--- config.mk ---
export PLATFORM = sky130hd
export DESIGN_NAME = fp_addsub_sched
export DESIGN_NICKNAME = d
export VERILOG_FILES = /design/src/rtl/fp_addsub_sched.sv
export SDC_FILE = /design/constraint.sdc
export NUM_CORES = 1
export LEC_CHECK = 0
export CAP_MARGIN = 20
export CORE_ASPECT_RATIO = 0.75
export CORE_MARGIN = 3
export CORE_UTILIZATION = 30
export CTS_CLUSTER_DIAMETER = 100
export DETAILED_ROUTE_END_ITERATION = 16
export GPL_ROUTABILITY_DRIVEN = 0
export PLACE_DENSITY_LB_ADDON = 0.2
export SLEW_MARGIN = 10
export SYNTH_ARGS = -nofsm -noshare
export SYNTH_HDL_FRONTEND = slang
export SYNTH_SLANG_ARGS = --single-unit
--- constraint.sdc ---
create_clock -name clk -period 3.9 [get_ports clk]
set_input_delay 0.78 -clock clk [delete_from_list [all_inputs] [get_ports clk]]
set_output_delay 0.78 -clock clk [all_outputs]
set_load 0.02 [all_outputs]
--- src/rtl/fp_addsub_sched.sv ---
// fp_addsub_sched
//   Round-robin scheduler that time-shares one external combinational
//   floating-point adder/subtractor (add_sub_main) between NUM_REQ requesters.
//   A granted request's operands are registered onto the datapath, held for
//   LAT cycles, then the datapath result is captured and returned with the
//   requester's index over a valid/ready response channel.
//
// Ports
//   clk, rst          : clock (rising edge), synchronous active-high reset
//   req_valid/ready   : per-requester handshake; req_ready is one-hot or zero
//   req_a, req_b      : packed operands, requester i at [i*WIDTH +: WIDTH]
//   req_op            : per-requester operation, 0 = add, 1 = subtract (a-b)
//   dp_a, dp_b, dp_op : registered operands driving add_sub_main
//   dp_result         : combinational result from add_sub_main
//   resp_valid/ready  : response handshake
//   resp_result       : captured datapath result
//   resp_id           : index of the requester owning the response
//   busy              : high whenever the scheduler is not idle
//   op_count          : completed responses, saturating at 0xFFFF
module fp_addsub_sched #(
  parameter int WIDTH   = 32,
  parameter int NUM_REQ = 4,
  parameter int LAT     = 1,
  parameter int ID_W    = $clog2(NUM_REQ)
) (
  input  logic                     clk,
  input  logic                     rst,
  input  logic [NUM_REQ-1:0]       req_valid,
  output logic [NUM_REQ-1:0]       req_ready,
  input  logic [NUM_REQ*WIDTH-1:0] req_a,
  input  logic [NUM_REQ*WIDTH-1:0] req_b,
  input  logic [NUM_REQ-1:0]       req_op,
  output logic [WIDTH-1:0]         dp_a,
  output logic [WIDTH-1:0]         dp_b,
  output logic                     dp_op,
  input  logic [WIDTH-1:0]         dp_result,
  output logic                     resp_valid,
  input  logic                     resp_ready,
  output logic [WIDTH-1:0]         resp_result,
  output logic [ID_W-1:0]          resp_id,
  output logic                     busy,
  output logic [15:0]              op_count
);

  localparam int CNT_W = (LAT > 1) ? $clog2(LAT) : 1;
  localparam logic [ID_W:0] NUM_REQ_W = (ID_W+1)'(NUM_REQ);

  typedef enum logic [1:0] {IDLE, BUSY, RESP} state_t;

  state_t             state_reg, state_next;
  logic [ID_W-1:0]    rr_ptr_reg;
  logic [CNT_W-1:0]   cnt_reg;
  logic [WIDTH-1:0]   dp_a_reg, dp_b_reg, resp_result_reg;
  logic               dp_op_reg;
  logic [ID_W-1:0]    resp_id_reg;
  logic [15:0]        op_count_reg;

  logic [WIDTH-1:0]   a_arr [NUM_REQ];
  logic [WIDTH-1:0]   b_arr [NUM_REQ];

  logic [2*NUM_REQ-1:0] valid_dbl;
  logic [NUM_REQ-1:0]   valid_rot;
  logic [ID_W-1:0]      offset;
  logic [ID_W:0]        grant_sum;
  logic [ID_W-1:0]      grant_idx;
  logic [ID_W-1:0]      ptr_inc;
  logic                 grant_en;

  // Rotate the valid vector so bit 0 is the requester at rr_ptr; the first
  // set bit of the rotated vector is then the round-robin winner's offset.
  assign valid_dbl = {req_valid, req_valid} >> rr_ptr_reg;
  assign valid_rot = valid_dbl[NUM_REQ-1:0];

  always_comb begin
    offset = '0;
    for (int k = NUM_REQ - 1; k >= 0; k--) begin
      if (valid_rot[k]) offset = ID_W'(k);
    end
    grant_sum = {1'b0, rr_ptr_reg} + {1'b0, offset};
    if (grant_sum >= NUM_REQ_W) grant_sum = grant_sum - NUM_REQ_W;
    grant_idx = grant_sum[ID_W-1:0];
    ptr_inc   = (grant_idx == ID_W'(NUM_REQ - 1)) ? '0 : grant_idx + 1'b1;
  end

  // Grants are suppressed while rst is high so no requester sees an accept
  // that the reset is about to discard.
  assign grant_en = (state_reg == IDLE) && (|req_valid) && !rst;

  genvar gi;
  generate
    for (gi = 0; gi < NUM_REQ; gi++) begin : g_req
      assign a_arr[gi]     = req_a[gi*WIDTH +: WIDTH];
      assign b_arr[gi]     = req_b[gi*WIDTH +: WIDTH];
      assign req_ready[gi] = grant_en && (grant_idx == ID_W'(gi));
    end
  endgenerate

  always_comb begin
    state_next = state_reg;
    case (state_reg)
      IDLE:    if (grant_en) state_next = BUSY;
      BUSY:    if (cnt_reg == '0) state_next = RESP;
      RESP:    if (resp_ready) state_next = IDLE;
      default: state_next = IDLE;
    endcase
  end

  always_ff @(posedge clk) begin
    if (rst) begin
      state_reg       <= IDLE;
      rr_ptr_reg      <= '0;
      cnt_reg         <= '0;
      dp_a_reg        <= '0;
      dp_b_reg        <= '0;
      dp_op_reg       <= 1'b0;
      resp_result_reg <= '0;
      resp_id_reg     <= '0;
      op_count_reg    <= '0;
    end else begin
      state_reg <= state_next;
      case (state_reg)
        IDLE: begin
          // Operands only move on the grant edge, so the datapath sees
          // stable inputs for the whole BUSY window.
          if (grant_en) begin
            dp_a_reg    <= a_arr[grant_idx];
            dp_b_reg    <= b_arr[grant_idx];
            dp_op_reg   <= req_op[grant_idx];
            resp_id_reg <= grant_idx;
            rr_ptr_reg  <= ptr_inc;
            cnt_reg     <= CNT_W'(LAT - 1);
          end
        end
        BUSY: begin
          if (cnt_reg == '0) resp_result_reg <= dp_result;
          else               cnt_reg         <= cnt_reg - 1'b1;
        end
        RESP: begin
          if (resp_ready && (op_count_reg != 16'hFFFF))
            op_count_reg <= op_count_reg + 1'b1;
        end
        default: ;
      endcase
    end
  end

  assign dp_a        = dp_a_reg;
  assign dp_b        = dp_b_reg;
  assign dp_op       = dp_op_reg;
  assign resp_valid  = (state_reg == RESP);
  assign resp_result = resp_result_reg;
  assign resp_id     = resp_id_reg;
  assign busy        = (state_reg != IDLE);
  assign op_count    = op_count_reg;

endmodule

Word-level counts from Yosys, hierarchy flattened
Index checks and enable logic that the tools add are counted.

Word-level logic and storage cells: 68. Input bits: 299. Output and inout bits: 121. Register bits: 120.

Mux-type cells: 21. Shift operators: 1. Equal/unequal tests: 9. Magnitude comparators: 3. $add $sub $neg: 5. Bitwise logic cells: 2. Reduce and logical (&&, ||, !) cells: 18.

Operators with widths (count): 32-bit binary-select mux with 2-bit select (2); 32-bit 2-to-1 mux (4); 2-bit 2-to-1 mux (9); 16-bit by 1-bit adder with 16-bit output, second input constant (1); 16-bit != test, second input constant (1); 2-bit AND reduction (4); 8-bit by 2-bit right shift with 4-bit output (1); 1-bit logical AND (7); 2-bit equality test, second input constant (3); 3-bit >= comparator, second input constant (2); 2-bit one-hot mux with 3 select lines (1); 2-bit by 1-bit equality test with 1-bit output, second input constant (2); 2-bit logical NOT (2); 2-bit != test, second input constant (2); 2-bit nonzero test (2); 4-bit OR reduction (1); 2-bit by 2-bit adder with 3-bit output (1); 2-bit by 3-bit less-than comparator with 1-bit output, second input constant (1); 1-bit 2-to-1 mux (3); 2-bit NOT with 3-bit output (1); 3-bit AND reduction (1); 2-bit by 1-bit adder with 2-bit output, second input constant (1); 1-bit binary-select mux with 2-bit select (1); 2-bit by 1-bit != test with 1-bit output, second input constant (1); other kinds (5) (5).

Longest topological paths before layout
Gate-level depths: netlist (run 1).

Depth in word-level cells: 12. Depth in mapped cells: 13. Gate-level depth less buffers: 11.

Worst setup path after synthesis (run 1)
Ideal clock, no wire load.

Path kind: input-to-output. Start: in req_valid[0]. End: out req_ready[0]. Path slack: 101 ps. Path buffers: 4. Data required time: 3120 ps. Cell stages on the path: 9. Data arrival time: 3019 ps. Path through: buf_2 or4_1 o221ai_1 ha_1 clkbuf_1 or3_1 buf_2 buf_2 nor2_1.

Word-level cells in the longest chain between the ends: 10. Elaborated cells on any way between the ends: 14. Classes of those cells: add/sub: 2; order compare: 1; shift: 1; mux: 5; reduce/logical: 5.

Ends and longest elaborated chain: start, declared (RTL line 28) `input logic [NUM_REQ-1:0] req_valid,`; 8-bit by 2-bit right shift with 4-bit output * (RTL line 71) `assign valid_dbl = {req_valid, req_valid} >> rr_ptr_reg;`; 2-bit 2-to-1 mux (3 in a row) (RTL line 77) `if (valid_rot[k]) offset = ID_W'(k);`; 2-bit 2-to-1 mux * (RTL line 77); 2-bit by 2-bit adder with 3-bit output * (RTL line 79) `grant_sum = {1'b0, rr_ptr_reg} + {1'b0, offset};`; 3-bit >= comparator or 2-bit by 1-bit subtractor with 2-bit output (tied branches) (RTL line 80) `if (grant_sum >= NUM_REQ_W) grant_sum = grant_sum - NUM_REQ_W;`; 2-bit 2-to-1 mux * (RTL line 80); named net grant_sum[0] (RTL line 64) `logic [ID_W:0] grant_sum;`; 2-bit logical NOT * (RTL line 94) `assign req_ready[gi] = grant_en && (grant_idx == ID_W'(gi));`; 1-bit logical AND * (RTL line 94); end, declared (RTL line 29) `output logic [NUM_REQ-1:0] req_ready,`.

The timed path passes the listed nets; every way through them passes the cells marked *.

Worst setup path after layout (run 1)
Start: in req_valid[3]. End: out req_ready[0].

Same word-level chain as after synthesis.

==> results of run 1 <==
## layer usage
metal  GRT usage [%]  wire length, microns
met1           30.20                 15120
met2           38.39                 16170
met3           7.061                  2709
met4           6.853                   839
met5               0                     9
## path summary, 6_finish.rpt
kind | depth (start not counted) | to | slack, ns | start
worst max-delay path | 10 | req_ready[0] | 0.10 | req_valid[3]
worst min-delay path | 2 | resp_id[0]$_SDFFE_PP0P_ | 0.45 | resp_id[0]$_SDFFE_PP0P_
worst max register to register | 12 | dp_b[10]$_SDFFE_PP0P_ | 0.64 | rr_ptr_reg[0]$_SDFFE_PP0P_
worst min register to register | 2 | resp_id[0]$_SDFFE_PP0P_ | 0.45 | resp_id[0]$_SDFFE_PP0P_
## cells in the mapped netlist (all sizes together), types with 7 or more instances
library cell  number  share of area, %
o21ai              7              0.49
nand3             35               2.2
a211oi            62               5.8
a221oi            55               6.1
xor2               7              0.77
nor2              38               1.8
mux2              57               8.1
a31oi             57               4.5
clkbuf            73               3.5
a21oi             46               2.9
dfxtp            119                30
xnor2             11               1.3
nand2            370                17
buf               41               3.0
and2               7              0.55
and3              60               4.7
## kinds of logic after synthesis
| group | Yosys count |
|---|---|
| simple gates | 541 |
| compound gates | 261 |
| fa+ha+maj | 2 |
| buf+inv | 118 |
| flops | 119 |
| mux | 58 |
| xor+xnor | 18 |
## critical path, delay by kind of cell
family / cells / cell delay (ns)
buffers and inverters: 4 / 0.93
AND/OR/NAND/NOR: 3 / 0.77
AO/OA/AOI/OAI: 2 / 0.35
adder cells (fa/ha/maj): 1 / 0.19
## cell usage in the layout (no fill, tap or decap), drive strengths merged, types with 3 or more instances in the layout
master / synthesis / routed
a211oi: 62 / 62
a21oi: 46 / 46
a221oi: 55 / 55
a22oi: 6 / 6
a311oi: 4 / 4
a31o: 5 / 5
a31oi: 57 / 57
a41oi: 5 / 5
and2: 7 / 7
and3: 60 / 60
buf: 41 / 58
clkbuf: 73 / 20
clkdlybuf4s50: 0 / 412
clkinv: 0 / 5
dfxtp: 119 / 119
inv: 4 / 4
mux2: 57 / 57
nand2: 370 / 370
nand3: 35 / 35
nand4: 4 / 4
nor2: 38 / 38
nor2b: 3 / 3
nor3: 6 / 6
nor3b: 3 / 3
o21ai: 7 / 7
o21bai: 3 / 3
or2: 4 / 4
or3: 3 / 3
xnor2: 11 / 11
xor2: 7 / 7
## power groups by stage
stage	Clock [uW]	Combinational [uW]	Sequential [uW]
final	1480	3370	1610
after global routing	1580	3630	1640
after global placement	0	3330	1620
after floorplan	0	1620	1880
after CTS	1530	3360	1610
after detailed placement	0	3360	1630
## layout make-up
class | count | share of cell area [%]
sequential | 119 | 18.10
antenna | 1 | 0.01902
multi-input combinational | 880 | 38.95
timing repair buffer | 472 | 35.46
clock buffer | 20 | 3.546
inverter | 4 | 0.1141
clock inverter | 8 | 0.5895
tap | 338 | 3.214
## metrics by stage
step	instances	utilization [%]	hold slack, ns	TNS (ns)	instance area (sq um)
2_1_floorplan	1117	-	0.5341	0	7959
3_5_place_dp	1812	49.39	0.4474	-17.84	12610
3_3_place_gp	1812	49.39	0.4409	-17.20	12610
5_1_grt	1842	51.56	0.4689	0	13160
4_1_cts	1840	51.45	0.4547	0	13130
6_report	1842	51.56	0.4520	0	13160
## what timing repair did
action | CTS | global route
setup buffers | 0 | 1
pin swaps | 1 | 1
resized for setup | 19 | 3
setup endpoints to repair | 4 | 9
==> results by group, run 1 <==
Outcome
  – Status: finished, final reports clean

Timing
  – Slew Limit Fails: 0
  – Tcrit/Tclk final: 97.39%
  – Worst-margin pin slew: 1.078 ns
  – Worst clock skew: 0.006275 ns
  – Final Critical Period: 3.798 ns
  – Final setup violation count: 0
  – Max_slew headroom: 28.13%
  – RSZ-0062 raised after global routing: no
  – Fin. Hold Viols: 0
  – Max Fclk: 263.3 MHz
  – Final worst setup slack: 0.1019 ns

Finish
  – Register area: 2382 sq um
  – Share of layout cells above drive strength 1: 9.847%
  – Fillers: 2471
  – Final #Nets: 1795
  – Footprint of the multi-input gates: 5126 sq um
  – Synthesis-to-layout area growth: 65.35%

Synthesis
  – Syn Nets: 1418
  – Number of synthesized flops with an enable pin: 0
  – Post-Syn Instances: 1117
  – Seq/Total Area, Yosys: 29.93%
  – Synth Warn #: 0
  – Ys async rst share: 0%
  – Synth Area in XOR/XNOR: 2.075%
  – Simple-gate share of the synthesized area: 29.46%
  – Flops & latches, synth: 119
  – Syn Area/Cell: 7.125 sq um
  – Netlist cell types: 58
  – Largest family of logic cells by synthesized area: simple AND/OR/NAND/NOR gates
  – Post-Syn Area: 7959 sq um
  – Main synth FF type: dfxtp_1
  – Post-synthesis adder-cell area fraction: 0.3144%
  – Post-synthesis mux area share: 8.191%
  – Compound-gate portion of the synthesized area: 23.42%

Worst setup path
  – Worst Path Required: 3.12 ns
  – Crit-path cells: clkdlybuf4s50_1 -> inv_2 -> nor3_1 -> a311oi_2 -> o221ai_2 -> buf_4 -> ha_4 -> or3_4 -> nor2_1 -> buf_2
  – CP arrival: 3.02 ns
  – Type of origin of the critical path: input pin
  – Max incr delay on CP: 0.52 ns
  – CP Max Fanout: 4
  – Critical path endpoint category: output port
  – Kind of critical path: in -> out
  – Slowest cell on the critical path: clkdlybuf4s50_1

Clock tree
  – CTS Sinks: 119
  – CTS tree: yes
  – Max Root-Sink Buffers: 2
  – Clock-pin slew on the worst setup and hold paths: 0.05 ns
  – Clk_lat worst skew: 0.41 ns
  – Root Driver: clkbuf_16
  – Cts bufs inserted: 17
  – # H-tree levels: 4
  – Cts hold-fix bufs: 0

Pwr
  – Sequential share of power: 24.9%
  – Pleak: 0.004572 uW
  – Clk pwr share: 23.0%
  – Pwr Density: 490.6 nW/um^2
  – Internal power: 3864 uW
  – Switching part of the total power: 40.17%
  – Total power: 6457 uW
  – Combinational power share: 52.1%
  – Worst IR Drop VDD: 0.3664 mV
  – Psw: 2593 uW

Route
  – Avg Vias per Cell: 5.263
  – DR vias: 9694
  – Drt pass-1 iters: 5
  – Detailed Route Iter0 Violations: 542
  – # DRC: 0
  – Routed Wire Length: 34850 microns
  – Wire length per cell: 18.92 microns
  – ANT nets after route: 0

Placed design
  – Dpl hpwl: 25030 microns
  – Setup slack at placement: -0.5533 ns
  – IO buf count: 419

Die
  – Die Ht: 147.1 microns
  – Core Area: 25520 sq um
  – I/O pin total: 420
  – Rows: 50
  – Chip width: 194.1 microns
  – Die footprint: 28540 sq um
  – Initial Util: 31.18%

GRT
  – First-pass GRT wire length: 54050 microns
  – Grt ovf: 0
  – Initial antenna violation count: 2
  – All-layer global routing usage: 23.51%
  – Largest net degree at the start of global routing: 95
  – Vias in the first global route: 9223

Min path
  – HP Class: reg -> reg

Flow run
  – Max cap viols: 0
Power figures use the tool's default switching activity.
==> run 2, diff against run 1 <==
Settings changed: DONT_BUFFER_PORTS from default to 1, GPL_TIMING_DRIVEN from default to 0.
==> run 2 against run 1 <==
- sequential cell count did not move
- clock-buffer cell count rose by 2
- register-to-register slack got worse by 0.40 ns
- sequential share of layout area rose by 8.2 points
- maximum frequency rose by 1.3%
- via count fell by 11%
- setup slack improved by 0.049 ns
- final area fell by 31%
==> results by group, run 2 (same netlist as run 1, synthesis figures left out) <==
Outcome
  – Status: finished, final reports clean

Placed design
  – Post-placement cell area: 8382 sq um (-34%)
  – IO buf count: 0 (-100%)
  – Dpl hpwl: 29420 microns (+18%)
  – Setup slack at placement: -0.3587 ns (+0.1946 ns)
  – Inst Count DP: 1455 (-20%)

Worst setup path
  – CP arrival: 2.97 ns (-0.05 ns)
  – CP Max Fanout: 10 (+6)
  – Crit-path cells: clkbuf_4 -> or4_1 -> o221ai_2 -> ha_4 -> inv_1 -> xnor2_2 -> buf_6 -> buf_4 -> nor2_2
  – R2R cell count: 11 (-1)
  – Worst r2r dst: dp_b[1]$_SDFFE_PP0P_
  – Critical path endpoint category: output port
  – Kind of critical path: reg -> out
  – Reg2Reg Launch Point: rr_ptr_reg[0]$_SDFFE_PP0P_
  – Worst reg2reg setup slack: 0.24 ns (-0.40 ns)
  – CP startpoint: rr_ptr_reg[0]$_SDFFE_PP0P_
  – Slowest cell on the critical path: or4_1
  – Max incr delay on CP: 0.54 ns (+0.02 ns)
  – Type of origin of the critical path: register
  – Worst Path Required: 3.12 ns (about the same)
  – CP delay by family, top: buffers and inverters
  – Buf/Inv on CP: 4 (unchanged)

Timing
  – Final hold slack: 0.4852 ns (+0.03318 ns)
  – Max Fclk: 266.7 MHz (+1.3%)
  – Max_slew headroom: 39.29% (+11 points)
  – Final worst setup slack: 0.1508 ns (+0.04890 ns)
  – Tcrit/Tclk final: 96.13% (-1.3 points)
  – Final setup violation count: 0 (unchanged)
  – Worst clock skew: 0.01563 ns (+0.009358 ns)
  – Final Critical Period: 3.749 ns (-0.04890 ns)
  – Worst-margin pin slew: 0.9106 ns (-0.1674 ns)
  – Fin. Hold Viols: 0 (unchanged)
  – RSZ-0062 raised after global routing: no
  – Slew Limit Fails: 0 (unchanged)

Clock tree
  – # H-tree levels: 4 (unchanged)
  – Cts bufs inserted: 17 (unchanged)
  – CTS tree: yes
  – Clk_lat worst skew: 0.43 ns (+0.02 ns)
  – Clock-pin slew on the worst setup and hold paths: 0.06 ns (about the same)
  – Post CTS Setup Buffer Count: 0 (unchanged)
  – CTS Sinks: 119 (unchanged)
  – Max Root-Sink Buffers: 2 (unchanged)
  – Root Driver: clkbuf_16

Finish
  – Fillers: 2789 (+13%)
  – Most common cell after layout, fill and taps aside: nand2_1
  – Final #Nets: 1435 (-20%)
  – N_diodes: 0 (-1)
  – Fin area: 9050 sq um (-31%)
  – Synthesis-to-layout area growth: 13.71%
  – Share of layout cells above drive strength 1: 11.60% (+1.7 points)
  – Commonest cells after routing, fill and taps aside: 370 x nand2_1, 118 x dfxtp_1, 71 x clkbuf_1
  – Final Instance Count excl. Fillers: 1485 (-19%)

Route
  – Routed Wire Length: 37610 microns (+7.9%)
  – Wire length per cell: 25.33 microns (+34%)
  – DR vias: 8662 (-11%)
  – Detailed Route Iter0 Violations: 589 (+8.7%)
  – Drt pass-1 iters: 6 (+1)
  – ANT nets after route: 0 (unchanged)
  – # DRC: 0 (unchanged)
  – Avg Vias per Cell: 5.833 (+11%)

Min path
  – Hold endpoint: resp_result[18]$_SDFFE_PP0N_
  – HP Class: in -> reg
  – Hold depth: 2 (unchanged)
  – Min-delay src: dp_result[18]

Die
  – Die footprint: 28540 sq um (unchanged)
  – Core Area: 25520 sq um (unchanged)
  – Chip width: 194.1 microns (unchanged)
  – Die Ht: 147.1 microns (unchanged)
  – Rows: 50 (unchanged)
  – I/O pin total: 420 (unchanged)
  – Initial Util: 31.18% (unchanged)

Pwr
  – Clk pwr share: 28.0% (+5.0 points)
  – Switching part of the total power: 44.82% (+4.7 points)
  – Total power: 6015 uW (-6.8%)
  – Internal power: 3319 uW (-14%)
  – Sequential share of power: 32.3% (+7.4 points)
  – Psw: 2696 uW (+3.9%)
  – Combinational power share: 39.7% (-12 points)
  – Worst IR Drop VDD: 0.3146 mV (-14%)
  – Pwr Density: 664.6 nW/um^2 (+35%)
  – Pleak: 0.002992 uW (-35%)

Flow run
  – Max cap viols: 0 (unchanged)

GRT
  – Vias in the first global route: 8383 (-9.1%)
  – All-layer global routing usage: 25.37% (+1.9 points)
  – First-pass GRT wire length: 55310 microns (+2.3%)
  – Initial antenna violation count: 1 (-1)
  – Largest net degree at the start of global routing: 17 (-82%)
  – Grt ovf: 0 (unchanged)
[run 2: cell types whose count changed in the layout (fill, tap and decap cells not counted), sizes merged]
cell,before,now
buf,58,40
inv,4,6
bufinv,1,3
clkdlybuf4s50,412,0
clkinvlp,2,4
clkinv,5,1
diode,1,0
clkbuf,20,94
dlygate4sd2,2,0
[run 2: power by group through the flow]
stage | logic, uW | registers (uW) | clock network [uW]
2_1_floorplan | 1620 | 1880 | 0
3_5_place_dp | 2330 | 1970 | 0
5_1_grt | 2630 | 1970 | 1780
3_3_place_gp | 2310 | 1980 | 0
6_report | 2390 | 1940 | 1680
4_1_cts | 2370 | 1950 | 1730
[run 2: how the worst max path moves through the flow]
stage                    to  cells after the start
3_3_place_gp   req_ready[0]                     11
3_5_place_dp   req_ready[2]                     11
5_1_grt        req_ready[3]                      9
6_report       req_ready[1]                      9
2_1_floorplan  req_ready[0]                      9
4_1_cts        req_ready[3]                      8
[run 2: cell type report]
cell class,count,area (sq um),area share [%]
buffer,112,509.2,5.627
clock buffer,22,474.2,5.240
clock inverter,10,142.6,1.576
inverter,4,15.01,0.1659
multi-input combinational,880,5102,56.38
sequential,119,2384,26.34
tap,338,422.9,4.673
[run 2: routing by layer]
metal  vias up  track usage [%]  wire length [microns]
li1       4029                -                      -
met1      4153            33.68                  16150
met2       425            39.22                  16930
met3        55            8.987                   3602
met4         0            6.925                    931
met5         -                0                      0
[run 2: stage by stage]
step / TNS [ns] / util [%]
2_1_floorplan: 0 / -
3_3_place_gp: -2.579 / 32.84
3_5_place_dp: -3.175 / 32.84
4_1_cts: 0 / 35.40
5_1_grt: 0 / 35.46
6_report: 0 / 35.46
[run 2: what timing repair did]
| action | CTS | global route |
|---|---|---|
| endpoints found under the setup margin | 4 | 4 |
| pin swaps | 0 | 0 |
| hold buffers | 0 | 0 |
| resized for setup | 12 | 5 |
